$ cat config.mk
export PLATFORM = sky130hd
export DESIGN_NAME = reset_requester
export DESIGN_NICKNAME = d
export VERILOG_FILES = /design/src/rtl/reset_requester_pkg.sv /design/src/rtl/reset_requester_debounce_sync.sv /design/src/rtl/reset_requester.sv
export SDC_FILE = /design/constraint.sdc
export NUM_CORES = 1
export LEC_CHECK = 0
export BUFFER_PORTS_ARGS = -buffer_cell sky130_fd_sc_hd__buf_2
export CORE_UTILIZATION = 55
export CTS_CLUSTER_SIZE = 24
export DETAILED_ROUTE_END_ITERATION = 7
export PLACE_DENSITY = 0.81
export SLEW_MARGIN = 5
export SYNTH_ARGS = -nofsm -noshare
export SYNTH_HDL_FRONTEND = slang
export SYNTH_HIERARCHICAL = 1
export SYNTH_SLANG_ARGS = --single-unit
$ cat constraint.sdc
create_clock -name clk -period 1.8 [get_ports clk]
set_input_delay 0.18 -clock clk [delete_from_list [all_inputs] [get_ports clk]]
set_output_delay 0.18 -clock clk [all_outputs]
set_load 0.02 [all_outputs]
$ cat src/rtl/reset_requester_pkg.sv
// -----------------------------------------------------------------------------
// reset_requester_pkg
//   Shared definitions for the reset requester block: FSM state encoding and
//   the bit positions of the sticky reset-cause register.
// -----------------------------------------------------------------------------
package reset_requester_pkg;

  typedef enum logic [1:0] {
    ST_IDLE    = 2'd0,
    ST_ASSERT  = 2'd1,
    ST_HOLDOFF = 2'd2
  } req_state_t;

  localparam int CAUSE_BTN = 0;
  localparam int CAUSE_SW  = 1;
  localparam int CAUSE_WDT = 2;

  // Counter width able to hold values 0 .. n-1, never narrower than one bit.
  function automatic int cnt_width(input int n);
    return (n > 1) ? $clog2(n) : 1;
  endfunction

endpackage

$ cat src/rtl/reset_requester_debounce_sync.sv
// -----------------------------------------------------------------------------
// debounce_sync
//   Brings the asynchronous active-low push-button into the clk domain,
//   debounces it and emits a one-cycle event on each accepted press
//   (debounced 1->0). Releases are debounced too but produce no event.
//
// Parameters
//   DEBOUNCE_CYCLES : cycles the synchronized level must differ from the
//                     debounced level before the new level is accepted.
// Ports
//   clk       in  system clock
//   resetn    in  synchronous active-low reset
//   button_n  in  asynchronous push-button, active-low
//   btn_event out one-cycle pulse on an accepted press (registered)
// -----------------------------------------------------------------------------
module debounce_sync
  import reset_requester_pkg::*;
#(
  parameter int DEBOUNCE_CYCLES = 240000
) (
  input  logic clk,
  input  logic resetn,
  input  logic button_n,
  output logic btn_event
);

  localparam int                DB_W    = cnt_width(DEBOUNCE_CYCLES);
  localparam logic [DB_W-1:0]   DB_LAST = DB_W'(DEBOUNCE_CYCLES - 1);

  logic            sync1;
  logic            sync2;
  logic            deb_level;
  logic [DB_W-1:0] db_cnt;

  // NOTE: sequential state is only ever written with non-blocking assignments,
  // so every flop samples the pre-edge values of the others regardless of
  // statement order.
  always_ff @(posedge clk) begin
    if (!resetn) begin
      // Released-button level so that leaving reset never looks like a press.
      sync1     <= 1'b1;
      sync2     <= 1'b1;
      deb_level <= 1'b1;
      db_cnt    <= '0;
      btn_event <= 1'b0;
    end else begin
      sync1     <= button_n;
      sync2     <= sync1;
      btn_event <= 1'b0;
      if (sync2 == deb_level) begin
        db_cnt <= '0;
      end else if (db_cnt == DB_LAST) begin
        deb_level <= sync2;
        db_cnt    <= '0;
        // Only the press edge (1 -> 0) is an event.
        btn_event <= deb_level & ~sync2;
      end else begin
        db_cnt <= db_cnt + 1'b1;
      end
    end
  end

endmodule

$ cat src/rtl/reset_requester.sv
// -----------------------------------------------------------------------------
// reset_requester
//   Generates the active-low external reset request for the clock/reset
//   generator. Sources: debounced push-button, software strobe and an optional
//   watchdog. Each accepted request becomes a PULSE_CYCLES-wide low pulse on
//   reset_req_n followed by HOLDOFF_CYCLES during which every source is
//   ignored. A sticky cause register records which source(s) fired; it is
//   cleared only by resetn or cause_clr, so it survives the reset it requested.
//
// Configuration
//   RESET_REQUESTER_WATCHDOG_EN : when defined, the watchdog counter and
//   cause[2] are built. When undefined the watchdog never expires, wdt_enable
//   and wdt_kick are ignored and cause[2] stays 0. Ports are identical.
//
// Ports
//   clk         in  system clock
//   resetn      in  synchronous active-low power-on reset
//   button_n    in  asynchronous push-button, active-low
//   sw_reset    in  one-cycle software reset strobe
//   wdt_enable  in  watchdog counter enable
//   wdt_kick    in  one-cycle watchdog restart strobe
//   cause_clr   in  one-cycle strobe clearing cause
//   reset_req_n out registered reset request, active-low
//   cause[2:0]  out sticky cause: [0] button, [1] software, [2] watchdog
//   busy        out high while in ASSERT or HOLDOFF
// -----------------------------------------------------------------------------
module reset_requester
  import reset_requester_pkg::*;
#(
  parameter int DEBOUNCE_CYCLES = 240000,
  parameter int PULSE_CYCLES    = 64,
  parameter int HOLDOFF_CYCLES  = 256,
  parameter int WDT_CYCLES      = 24000000
) (
  input  logic       clk,
  input  logic       resetn,
  input  logic       button_n,
  input  logic       sw_reset,
  input  logic       wdt_enable,
  input  logic       wdt_kick,
  input  logic       cause_clr,
  output logic       reset_req_n,
  output logic [2:0] cause,
  output logic       busy
);

  localparam int CNT_MAX = (PULSE_CYCLES > HOLDOFF_CYCLES) ? PULSE_CYCLES : HOLDOFF_CYCLES;
  localparam int CNT_W   = cnt_width(CNT_MAX);
  localparam logic [CNT_W-1:0] PULSE_LOAD   = CNT_W'(PULSE_CYCLES - 1);
  localparam logic [CNT_W-1:0] HOLDOFF_LOAD = CNT_W'(HOLDOFF_CYCLES - 1);

  req_state_t       state;
  logic [CNT_W-1:0] phase_cnt;
  logic             btn_event;
  logic             wdt_expire;
  logic [2:0]       cause_set;
  logic             trig;

  debounce_sync #(
    .DEBOUNCE_CYCLES (DEBOUNCE_CYCLES)
  ) u_debounce_sync (
    .clk       (clk),
    .resetn    (resetn),
    .button_n  (button_n),
    .btn_event (btn_event)
  );

`ifdef RESET_REQUESTER_WATCHDOG_EN
  localparam int               WDT_W    = cnt_width(WDT_CYCLES);
  localparam logic [WDT_W-1:0] WDT_LAST = WDT_W'(WDT_CYCLES - 1);

  logic [WDT_W-1:0] wdt_cnt;

  // Counts only while enabled and idle; saturates at the terminal count.
  always_ff @(posedge clk) begin
    if (!resetn) begin
      wdt_cnt <= '0;
    end else if (!wdt_enable || wdt_kick || state != ST_IDLE) begin
      wdt_cnt <= '0;
    end else if (wdt_cnt != WDT_LAST) begin
      wdt_cnt <= wdt_cnt + 1'b1;
    end
  end

  // A kick in the terminal cycle wins over expiry.
  assign wdt_expire = wdt_enable && !wdt_kick && (state == ST_IDLE) && (wdt_cnt == WDT_LAST);
`else
  assign wdt_expire = 1'b0;

  logic unused_wdt;
  assign unused_wdt = &{1'b0, wdt_enable, wdt_kick};
`endif

  // Sources are sampled only in IDLE; anything arriving while busy is dropped.
  // NOTE: every variable assigned in always_comb gets a default first, so no
  // path leaves it unassigned and no latch is inferred.
  always_comb begin
    cause_set = '0;
    if (state == ST_IDLE) begin
      cause_set[CAUSE_BTN] = btn_event;
      cause_set[CAUSE_SW]  = sw_reset;
      cause_set[CAUSE_WDT] = wdt_expire;
    end
  end

  assign trig = |cause_set;

  always_ff @(posedge clk) begin
    if (!resetn) begin
      state       <= ST_IDLE;
      phase_cnt   <= '0;
      reset_req_n <= 1'b1;
      busy        <= 1'b0;
    end else begin
      unique case (state)
        ST_IDLE: begin
          if (trig) begin
            state       <= ST_ASSERT;
            phase_cnt   <= PULSE_LOAD;
            reset_req_n <= 1'b0;
            busy        <= 1'b1;
          end
        end
        ST_ASSERT: begin
          if (phase_cnt == '0) begin
            state       <= ST_HOLDOFF;
            phase_cnt   <= HOLDOFF_LOAD;
            reset_req_n <= 1'b1;
          end else begin
            phase_cnt <= phase_cnt - 1'b1;
          end
        end
        ST_HOLDOFF: begin
          if (phase_cnt == '0) begin
            state <= ST_IDLE;
            busy  <= 1'b0;
          end else begin
            phase_cnt <= phase_cnt - 1'b1;
          end
        end
        default: begin
          state       <= ST_IDLE;
          phase_cnt   <= '0;
          reset_req_n <= 1'b1;
          busy        <= 1'b0;
        end
      endcase
    end
  end

  // A new set and a clear in the same cycle: the new sources replace the record.
  always_ff @(posedge clk) begin
    if (!resetn) begin
      cause <= '0;
    end else if (trig) begin
      cause <= cause_clr ? cause_set : (cause | cause_set);
    end else if (cause_clr) begin
      cause <= '0;
    end
  end

endmodule

==> results.json, run 1 <==
{
  "status": "finished clean",
  "finalHoldViolations": 0,
  "yosysWarnings": 6,
  "start_kind": "register",
  "startpoint": "phase_cnt[0]$_SDFFE_PN0P_",
  "synth_edf_count": 0,
  "yosysSeqAreaShare": 0.372,
  "clockBufferDepth": 2,
  "rsz0062_at_grt": "no",
  "dr.first_iter.drc_count": 54,
  "p_int_mw": 1.25,
  "endpoint_kind": "register",
  "fin_crit_ns": 1.70,
  "r2r_start": "phase_cnt[0]$_SDFFE_PN0P_",
  "hold_buffers": 0,
  "drtAntennaViolNets": 0,
  "fmax_ghz": 0.587,
  "vias": 1644,
  "layout_common_cells": "dfxtp_1 (36), nor2_1 (24), buf_4 (15)",
  "synthArstFlopShare": 0,
  "dieHeight_um": 61.4,
  "syn_area_per_cell_um2": 8.77,
  "grtUsageTotal": 0.224,
  "pwr-share-clk": 0.249,
  "max_stage_delay_ns": 0.35,
  "worst_slew_pin_slew_ns": 0.523,
  "start_util": 0.576,
  "wl_per_cell_um": 13.1,
  "wl_um": 3780,
  "grt_pass1_vias": 1373,
  "drc": 0,
  "clkSinkCount": 36,
  "synthDistinctLibCells": 59,
  "cts_root_buf": "clkbuf_4",
  "drv_cap": 0,
  "clk_pin_slew_worst_paths_ns": 0.11,
  "rr_endpoint": "phase_cnt[4]$_SDFFE_PN0P_",
  "fin_skew_ns": 0.00878,
  "total_power_mw": 1.85,
  "fin_area_um2": 2130,
  "nets": 252,
  "pwr-share-seq": 0.494,
  "syn_area_um2": 1940,
  "cp_top_family": "simple AND/OR/NAND/NOR gates",
  "path_depth": 7,
  "setup_viol": 0,
  "switchingPower_uw": 606,
  "fp.dieW_um": 61.4,
  "layout_commonest_cell": "dfxtp_1",
  "grt_overflow": 0,
  "dp_hpwl_um": 2690,
  "r2r_cells": 7,
  "drive_gt1_frac": 0.194,
  "crit_arrival_ns": 1.93,
  "clkLatencyLatePin_ns": 0.34,
  "critical_path.cell_chain": "inv_1, ha_2, nor4b_4, nand2_1, buf_4, a311oi_2, a21oi_1",
  "switching_share": 0.327,
  "synth-main-ff-cell": "dfxtp_1",
  "io_buffers": 8,
  "slew_headroom": 0.649,
  "worst-path-max-fanout": 9,
  "cellPowerDensity_nw_per_um2": 868,
  "diodes": 0,
  "syn_inst": 221,
  "grt_max_degree": 15,
  "fillers": 302,
  "report.final.slew_viol_count": 0,
  "core.rowCount": 21,
  "synthToLayoutAreaGrowth_pct": 10.0,
  "synth_seq_cells": 36,
  "required_ns": 2.03,
  "antenna_found_initial": 0,
  "comb_power_share": 0.257,
  "core_area_um2": 3360,
  "tns_ns": 0,
  "ir_drop_uv": 587,
  "viasPerCell": 5.71,
  "power_leakage_nw": 0.757,
  "ios": 12,
  "cts_max_level": 2,
  "cts_tree": "yes",
  "place.gp.congestion": 0.843,
  "slowest_stage": "nor4b_4",
  "criticalPathCategory": "register to register",
  "place_area_um2": 2050,
  "min_path_type": "primary input to register",
  "firstDrtPassIters": 4,
  "worst-path-buf-inv": 2,
  "grt_pass1_wl_um": 6210,
  "numCtsBuffers": 5,
  "synth_nets": 232,
  "cp-endpoint": "phase_cnt[4]$_SDFFE_PN0P_",
  "rrSetupSlack_ns": 0.1,
  "die_area_um2": 3770,
  "finalCritPeriodShare": 0.946
}
## Yosys cell counts (all sizes together), types with 5 or more instances
cell type,n,share of area
nor2,24,0.046
inv,8,0.015
a21oi,15,0.041
dfxtp,36,0.37
nand3,9,0.023
nor3,8,0.029
or3,7,0.025
nand4,8,0.029
buf,5,0.024
nand2,11,0.021
xor2,8,0.036
clkbuf,5,0.025
o21ai,14,0.042
nor2b,5,0.016
## worst min-delay path by stage
stage,depth (start not counted),start,slack [ns],endpoint
finish,2,button_n,0.03,u_debounce_sync/sync1$_SDFF_PN1_
global route,2,button_n,0.02,u_debounce_sync/sync1$_SDFF_PN1_
CTS,2,button_n,0.008,u_debounce_sync/sync1$_SDFF_PN1_
detailed placement,2,button_n,0.37,u_debounce_sync/sync1$_SDFF_PN1_
global placement,2,button_n,0.36,u_debounce_sync/sync1$_SDFF_PN1_
floorplan,1,resetn,0.25,u_debounce_sync/sync1$_SDFF_PN1_
## per-stage QoR
stage	util	std cells	worst slack [ns]	hold WS, ns
after floorplan	-	221	0.213	0.253
after global placement	0.610	280	0.199	0.364
after detailed placement	0.610	280	0.104	0.366
after CTS	0.629	288	0.0817	0.00849
after global routing	0.634	288	0.0154	0.0198
final	0.634	288	0.0974	0.0253
## timing repair
action                     CTS  global route
setup endpoints to repair    0             3
gates resized for setup      0             4
setup buffers                0             0
hold endpoints to repair     0             0
## layer usage
| metal | part of all wire | global-route usage | wire [um] | vias to the layer above |
|---|---|---|---|---|
| li1 | - | - | - | 848 |
| met1 | 0.51 | 0.332 | 1920 | 755 |
| met2 | 0.43 | 0.314 | 1610 | 37 |
| met3 | 0.056 | 0.0693 | 213 | 4 |
| met4 | 0.0095 | 0.0603 | 36 | 0 |
| met5 | 0 | 0 | 0 | - |
## cell families after synthesis
| logic type | after synthesis | share of synthesized area |
|---|---|---|
| AND/OR/NAND/NOR | 96 | 0.290 |
| AO/OA/AOI/OAI | 55 | 0.196 |
| flip-flops | 36 | 0.372 |
| buffers and inverters | 18 | 0.0646 |
| XOR/XNOR | 11 | 0.0497 |
| adder cells (fa/ha/maj) | 4 | 0.0258 |
| other | 1 | 0.00193 |
## power groups by stage
| stage | registers [mW] | logic, mW | clock network, mW |
|---|---|---|---|
| after detailed placement | 0.929 | 0.459 | 0 |
| after floorplan | 0.923 | 0.354 | 0 |
| after global placement | 0.927 | 0.448 | 0 |
| after global routing | 0.926 | 0.525 | 0.512 |
| after CTS | 0.911 | 0.461 | 0.472 |
| final | 0.914 | 0.476 | 0.461 |
## state kept, by name (all words and copies together) (netlist names)
name,cells
u_debounce_sync/sync1,1
phase_cnt,8
cause,2
u_debounce_sync/deb_level,1
state,2
reset_req_n,1
busy,1
u_debounce_sync/db_cnt,18
u_debounce_sync/btn_event,1
u_debounce_sync/sync2,1
## final cells by class
class	instances	area, um2	area share
clock buffer	7	55.1	0.0258
clock inverter	1	7.51	0.00352
inverter	8	30.0	0.0141
multi-input combinational	167	1110	0.520
sequential	36	721	0.338
tap	46	57.6	0.0270
timing repair buffer	23	153	0.0716
## worst register-to-register path, cell delays in order (launching register included)
cell	delay [ns]
dfxtp_1	0.32
inv_1	0.08
ha_2	0.20
nor4b_4	0.35
nand2_1	0.10
buf_4	0.19
a311oi_2	0.27
a21oi_1	0.10
Note: power is estimated with default switching activity, not from simulation.
==> run 2, diff against run 1 <==
Settings changed: CELL_PAD_IN_SITES_DETAIL_PLACEMENT set to 1, CELL_PAD_IN_SITES_GLOBAL_PLACEMENT set to 1, CORE_UTILIZATION 55 to 46, PLACE_DENSITY 0.81 to 0.87, SKIP_LAST_GASP set to 1.
==> run 2 against run 1 <==
- clock skew increased by 0.00064 ns
- utilization down 10 points
- combinational power is 1% higher
- count of clock-buffer cells in the layout is 1 higher
- global-route usage up 0.89 points
- first-iteration DRC count is 39% higher
- worst setup slack improved by 0.013 ns
- routed wire length grew 25%
- register-to-register slack hardly changed
- cell area rose by 0.76%
- cell count rose by 0.69%
- critical path depth stayed put
- critical endpoint is now phase_cnt[6]$_SDFFE_PN0P_
- largest cell class unchanged
- largest power group unchanged
- highest routed layer unchanged
==> results.json, run 2 (synthesis gave the netlist of run 1 again) <==
{
  "wl_um": 4740,
  "worst-path-buf-inv": 2,
  "core.rowCount": 23,
  "start_util": 0.481,
  "setup_ws_ns": 0.111,
  "multiInputGateArea_um2": 1090,
  "post_cts.repair.setup_buffers": 0,
  "clkSinkCount": 36,
  "grt_pass1_vias": 1725,
  "max_stage_delay_ns": 0.44,
  "tns_ns": 0,
  "setup_viol": 0,
  "fin_crit_ns": 1.69,
  "finalCritPeriodShare": 0.939,
  "finalHoldViolations": 0,
  "top_register": "u_debounce_sync/db_cnt",
  "rsz0062_at_grt": "no",
  "antenna_found_initial": 0,
  "grt_overflow": 0,
  "fin_skew_ns": 0.00942,
  "criticalPathCategory": "register to register",
  "cts_tree": "yes",
  "dieHeight_um": 66.9,
  "drive_gt1_frac": 0.175,
  "place.gp.congestion": 0.803,
  "cts_root_buf": "clkbuf_8",
  "worst_slew_pin_slew_ns": 0.522,
  "numCtsBuffers": 5,
  "status": "finished clean",
  "grt_max_degree": 19,
  "required_ns": 2.05,
  "place_area_um2": 2060,
  "fillers": 495,
  "cp_top_family": "compound AO/OA/AOI/OAI gates",
  "drv_cap": 0,
  "ir_drop_uv": 507,
  "fmax_ghz": 0.592,
  "instances_no_fill": 290,
  "endpoint_kind": "register",
  "cts_max_level": 2,
  "largest_register_ffs": 18,
  "slowest_stage": "a2111oi_0",
  "layout_commonest_cell": "dfxtp_1",
  "worst-path-max-fanout": 5,
  "io_buffers": 8,
  "grtUsageTotal": 0.233,
  "ios": 12,
  "clockBufferDepth": 2,
  "clk_pin_slew_worst_paths_ns": 0.07,
  "regArea_um2": 721,
  "slew_headroom": 0.651,
  "drc": 0,
  "total_power_mw": 2.00,
  "power_leakage_nw": 0.768,
  "viasPerCell": 5.78,
  "clkLatencyLatePin_ns": 0.29,
  "dr.first_iter.drc_count": 75,
  "crit_arrival_ns": 1.93,
  "reg_top3": "u_debounce_sync/db_cnt: 18 flops, phase_cnt: 8 flops",
  "cellPowerDensity_nw_per_um2": 930,
  "dp_hpwl_um": 3370,
  "fp.dieW_um": 66.9,
  "synthToLayoutAreaGrowth_pct": 10.8,
  "layout_common_cells": "dfxtp_1 (36), nor2_1 (24), a21oi_1 (14)",
  "report.final.slew_viol_count": 0,
  "vias": 1676,
  "nets": 250,
  "die_area_um2": 4480,
  "dp.cells": 282,
  "hold_buffers": 0,
  "core_area_um2": 4030,
  "min_path_type": "primary input to register",
  "wl_per_cell_um": 16.3,
  "place_ws_ns": 0.0592,
  "fin_area_um2": 2150,
  "start_kind": "register",
  "drtAntennaViolNets": 0,
  "critical_path.cell_chain": "inv_1, ha_1, nor4b_4, a2111oi_0, buf_4, a21boi_1, a21o_1",
  "diodes": 0,
  "grt_pass1_wl_um": 7660,
  "firstDrtPassIters": 4
}
==> run 2: cell count changes in the layout (fill, tap and decap cells not counted), moves of 2 or more <==
cell	before	now
clkbuf_4	5	0
clkbuf_8	1	6
buf_4	15	12
a311oi_1	0	2
a311oi_2	3	1
==> run 2: repair_timing <==
item | 4_1_cts | 5_1_grt
endpoints found under the setup margin | 0 | 3
hold endpoints to repair | 0 | 0
gates resized for setup | 0 | 1
==> run 2: worst paths after layout <==
path                                    start                                to  slack (ns)  cells past startpoint
max reg2reg         phase_cnt[0]$_SDFFE_PN0P_         phase_cnt[6]$_SDFFE_PN0P_        0.11                      7
min                                  button_n  u_debounce_sync/sync1$_SDFF_PN1_        0.08                      2
max                 phase_cnt[0]$_SDFFE_PN0P_         phase_cnt[6]$_SDFFE_PN0P_        0.11                      7
min reg2reg  u_debounce_sync/sync1$_SDFF_PN1_  u_debounce_sync/sync2$_SDFF_PN1_        0.43                      1
==> run 2: final cells by class <==
| type | instances | share of cell area |
|---|---|---|
| inverter | 8 | 0.0140 |
| sequential | 36 | 0.335 |
| timing repair buffer | 21 | 0.0699 |
| clock buffer | 8 | 0.0419 |
| tap | 50 | 0.0291 |
| multi-input combinational | 167 | 0.510 |
==> run 2: metrics by stage <==
step / hold slack [ns] / utilization
finish: 0.0755 / 0.533
global route: 0.0937 / 0.533
CTS: 0.0744 / 0.533
detailed placement: 0.374 / 0.510
global placement: 0.372 / 0.510
floorplan: 0.253 / -
==> run 2: routing by layer <==
layer	part of all wire	GRT usage
met1	0.44	0.256
met2	0.52	0.418
met3	0.020	0.0462
met4	0.017	0.117
met5	0	0
==> run 2: power breakdown <==
| group | internal, mW | leakage [nW] | switching [mW] |
|---|---|---|---|
| clock | 0.312 | 0.0455 | 0.290 |
| sequential | 0.845 | 0.294 | 0.0698 |
| combinational | 0.200 | 0.429 | 0.281 |
==> run 3, diff against run 2 <==
Settings changed: PLACE_DENSITY 0.87 to 0.8.
==> run 3 against run 2 <==
- die area unchanged
- cell area up 0.70%
- sequential cell count did not move
- first-iteration DRC count fell by 23%
- utilization rose by 0.37 points
- via count rose by 0.54%
- sequential power up 0.9%
- critical path depth decreased by 1
- non-clock buffer count up 2
- cell count grew 0.69%
- clock skew hardly changed
- highest routed layer unchanged
==> results.json, run 3 (synthesis gave the netlist of run 1 again) <==
{
  "status": "finished clean",
  "dr.first_iter.drc_count": 58,
  "start_kind": "register",
  "setup_ws_ns": 0.0603,
  "dieHeight_um": 66.9,
  "dp_hpwl_um": 3450,
  "worst_slew_pin_slew_ns": 0.630,
  "finalHoldViolations": 0,
  "nets": 252,
  "clkSinkCount": 36,
  "ios": 12,
  "place.gp.congestion": 0.827,
  "cts_root_buf": "clkbuf_8",
  "rsz0062_at_grt": "no",
  "wl_per_cell_um": 15.8,
  "reg_top3": "u_debounce_sync/db_cnt: 18 flops, phase_cnt: 8 flops",
  "clockBufferDepth": 2,
  "grt_max_degree": 19,
  "core_area_um2": 4030,
  "fin_crit_ns": 1.74,
  "die_area_um2": 4480,
  "fillers": 510,
  "start_util": 0.481,
  "ir_drop_uv": 466,
  "criticalPathCategory": "register to register",
  "fmax_ghz": 0.575,
  "top_usage_layer": "met2",
  "wl_um": 4620,
  "layout_common_cells": "dfxtp_1 (35), nor2_1 (24), a21oi_1 (14), buf_4 (14), nand2_1 (11)",
  "grtUsageMet1": 0.238,
  "layout_commonest_cell": "dfxtp_1",
  "synthToLayoutAreaGrowth_pct": 11.6,
  "vias": 1685,
  "slew_headroom": 0.579,
  "grt_overflow": 0,
  "place_ws_ns": 0.0842,
  "setup_viol": 0,
  "drc": 0,
  "use_met3": 0.0616,
  "grtUsageTotal": 0.230,
  "power_leakage_nw": 0.778,
  "drv_cap": 0,
  "diodes": 0,
  "use_met2": 0.432,
  "core.rowCount": 23,
  "grt_pass1_vias": 1650,
  "fp.dieW_um": 66.9,
  "crit_arrival_ns": 1.91,
  "tns_ns": 0,
  "cts_tree": "yes",
  "fin_skew_ns": 0.00928,
  "drive_gt1_frac": 0.182,
  "endpoint_kind": "register",
  "report.final.slew_viol_count": 0,
  "finalCritPeriodShare": 0.966,
  "required_ns": 1.97,
  "firstDrtPassIters": 4,
  "io_buffers": 8,
  "cts_max_level": 2,
  "clkLatencyLatePin_ns": 0.29,
  "viasPerCell": 5.77,
  "antenna_found_initial": 0,
  "top_register": "u_debounce_sync/db_cnt",
  "worst-path-max-fanout": 5,
  "largest_register_ffs": 18,
  "rrSetupSlack_ns": 0.06,
  "min_path_type": "primary input to register",
  "drtAntennaViolNets": 0,
  "cellPowerDensity_nw_per_um2": 922,
  "numCtsBuffers": 5,
  "clk_pin_slew_worst_paths_ns": 0.07,
  "grt_pass1_wl_um": 7520
}
[run 3: cell count changes in the layout (fill, tap and decap cells not counted)]
cell / previous run / this run
buf_4: 12 / 14
dfxtp_1: 36 / 35
nand2_2: 1 / 0
a2111oi_0: 1 / 0
a2111oi_1: 0 / 1
dfxtp_2: 0 / 1
nand2_1: 10 / 11
[run 3: worst paths after layout]
check | from | end | depth (start not counted)
worst max-delay path | phase_cnt[1]$_SDFFE_PN0P_ | phase_cnt[4]$_SDFFE_PN0P_ | 6
worst min-delay path | button_n | u_debounce_sync/sync1$_SDFF_PN1_ | 2
worst max register to register | phase_cnt[1]$_SDFFE_PN0P_ | phase_cnt[4]$_SDFFE_PN0P_ | 6
worst min register to register | u_debounce_sync/sync1$_SDFF_PN1_ | u_debounce_sync/sync2$_SDFF_PN1_ | 1
[run 3: stage by stage]
stage / hold WS, ns / utilization / std cells / total power, mW / instance area (um2)
6_report: 0.0747 / 0.537 / 292 / 1.99 / 2160
2_1_floorplan: 0.253 / - / 221 / 1.28 / 1940
5_1_grt: 0.0747 / 0.537 / 292 / 2.10 / 2160
3_3_place_gp: 0.360 / 0.514 / 284 / 1.39 / 2070
3_5_place_dp: 0.370 / 0.514 / 284 / 1.41 / 2070
4_1_cts: 0.0663 / 0.536 / 292 / 2.02 / 2160
[run 3: repair_timing]
item                       CTS  global route
setup endpoints to repair    0             3
gates resized for setup      0             2
buffers inserted             0             0
hold buffers                 0             0
[run 3: cell type report]
cell class	instances	area, um2	share of cell area
multi-input cells	167	1090	0.505
flip-flops and latches	36	722	0.334
repair buffers	23	165	0.0763
clock buffers	8	90.1	0.0416
well taps	50	62.6	0.0289
inverters	8	30.0	0.0139
[run 3: routing by layer]
metal / up-vias / part of all wire / routed length (um)
met2: 15 / 0.52 / 2420
met5: - / 0 / 0
li1: 842 / - / -
met4: 0 / 0.014 / 64
met1: 822 / 0.44 / 2030
met3: 6 / 0.023 / 107
[run 3: power breakdown]
part	switching (mW)	internal [mW]
registers	0.0767	0.846
logic	0.265	0.209
clock network	0.284	0.312
[run 3: critical path, stage by stage (launching register included)]
cell and delay (ns):
dfxtp_2 0.35, inv_1 0.07, ha_1 0.23, nor3b_1 0.56
o211ai_1 0.22, nand3_1 0.14, a21oi_1 0.05
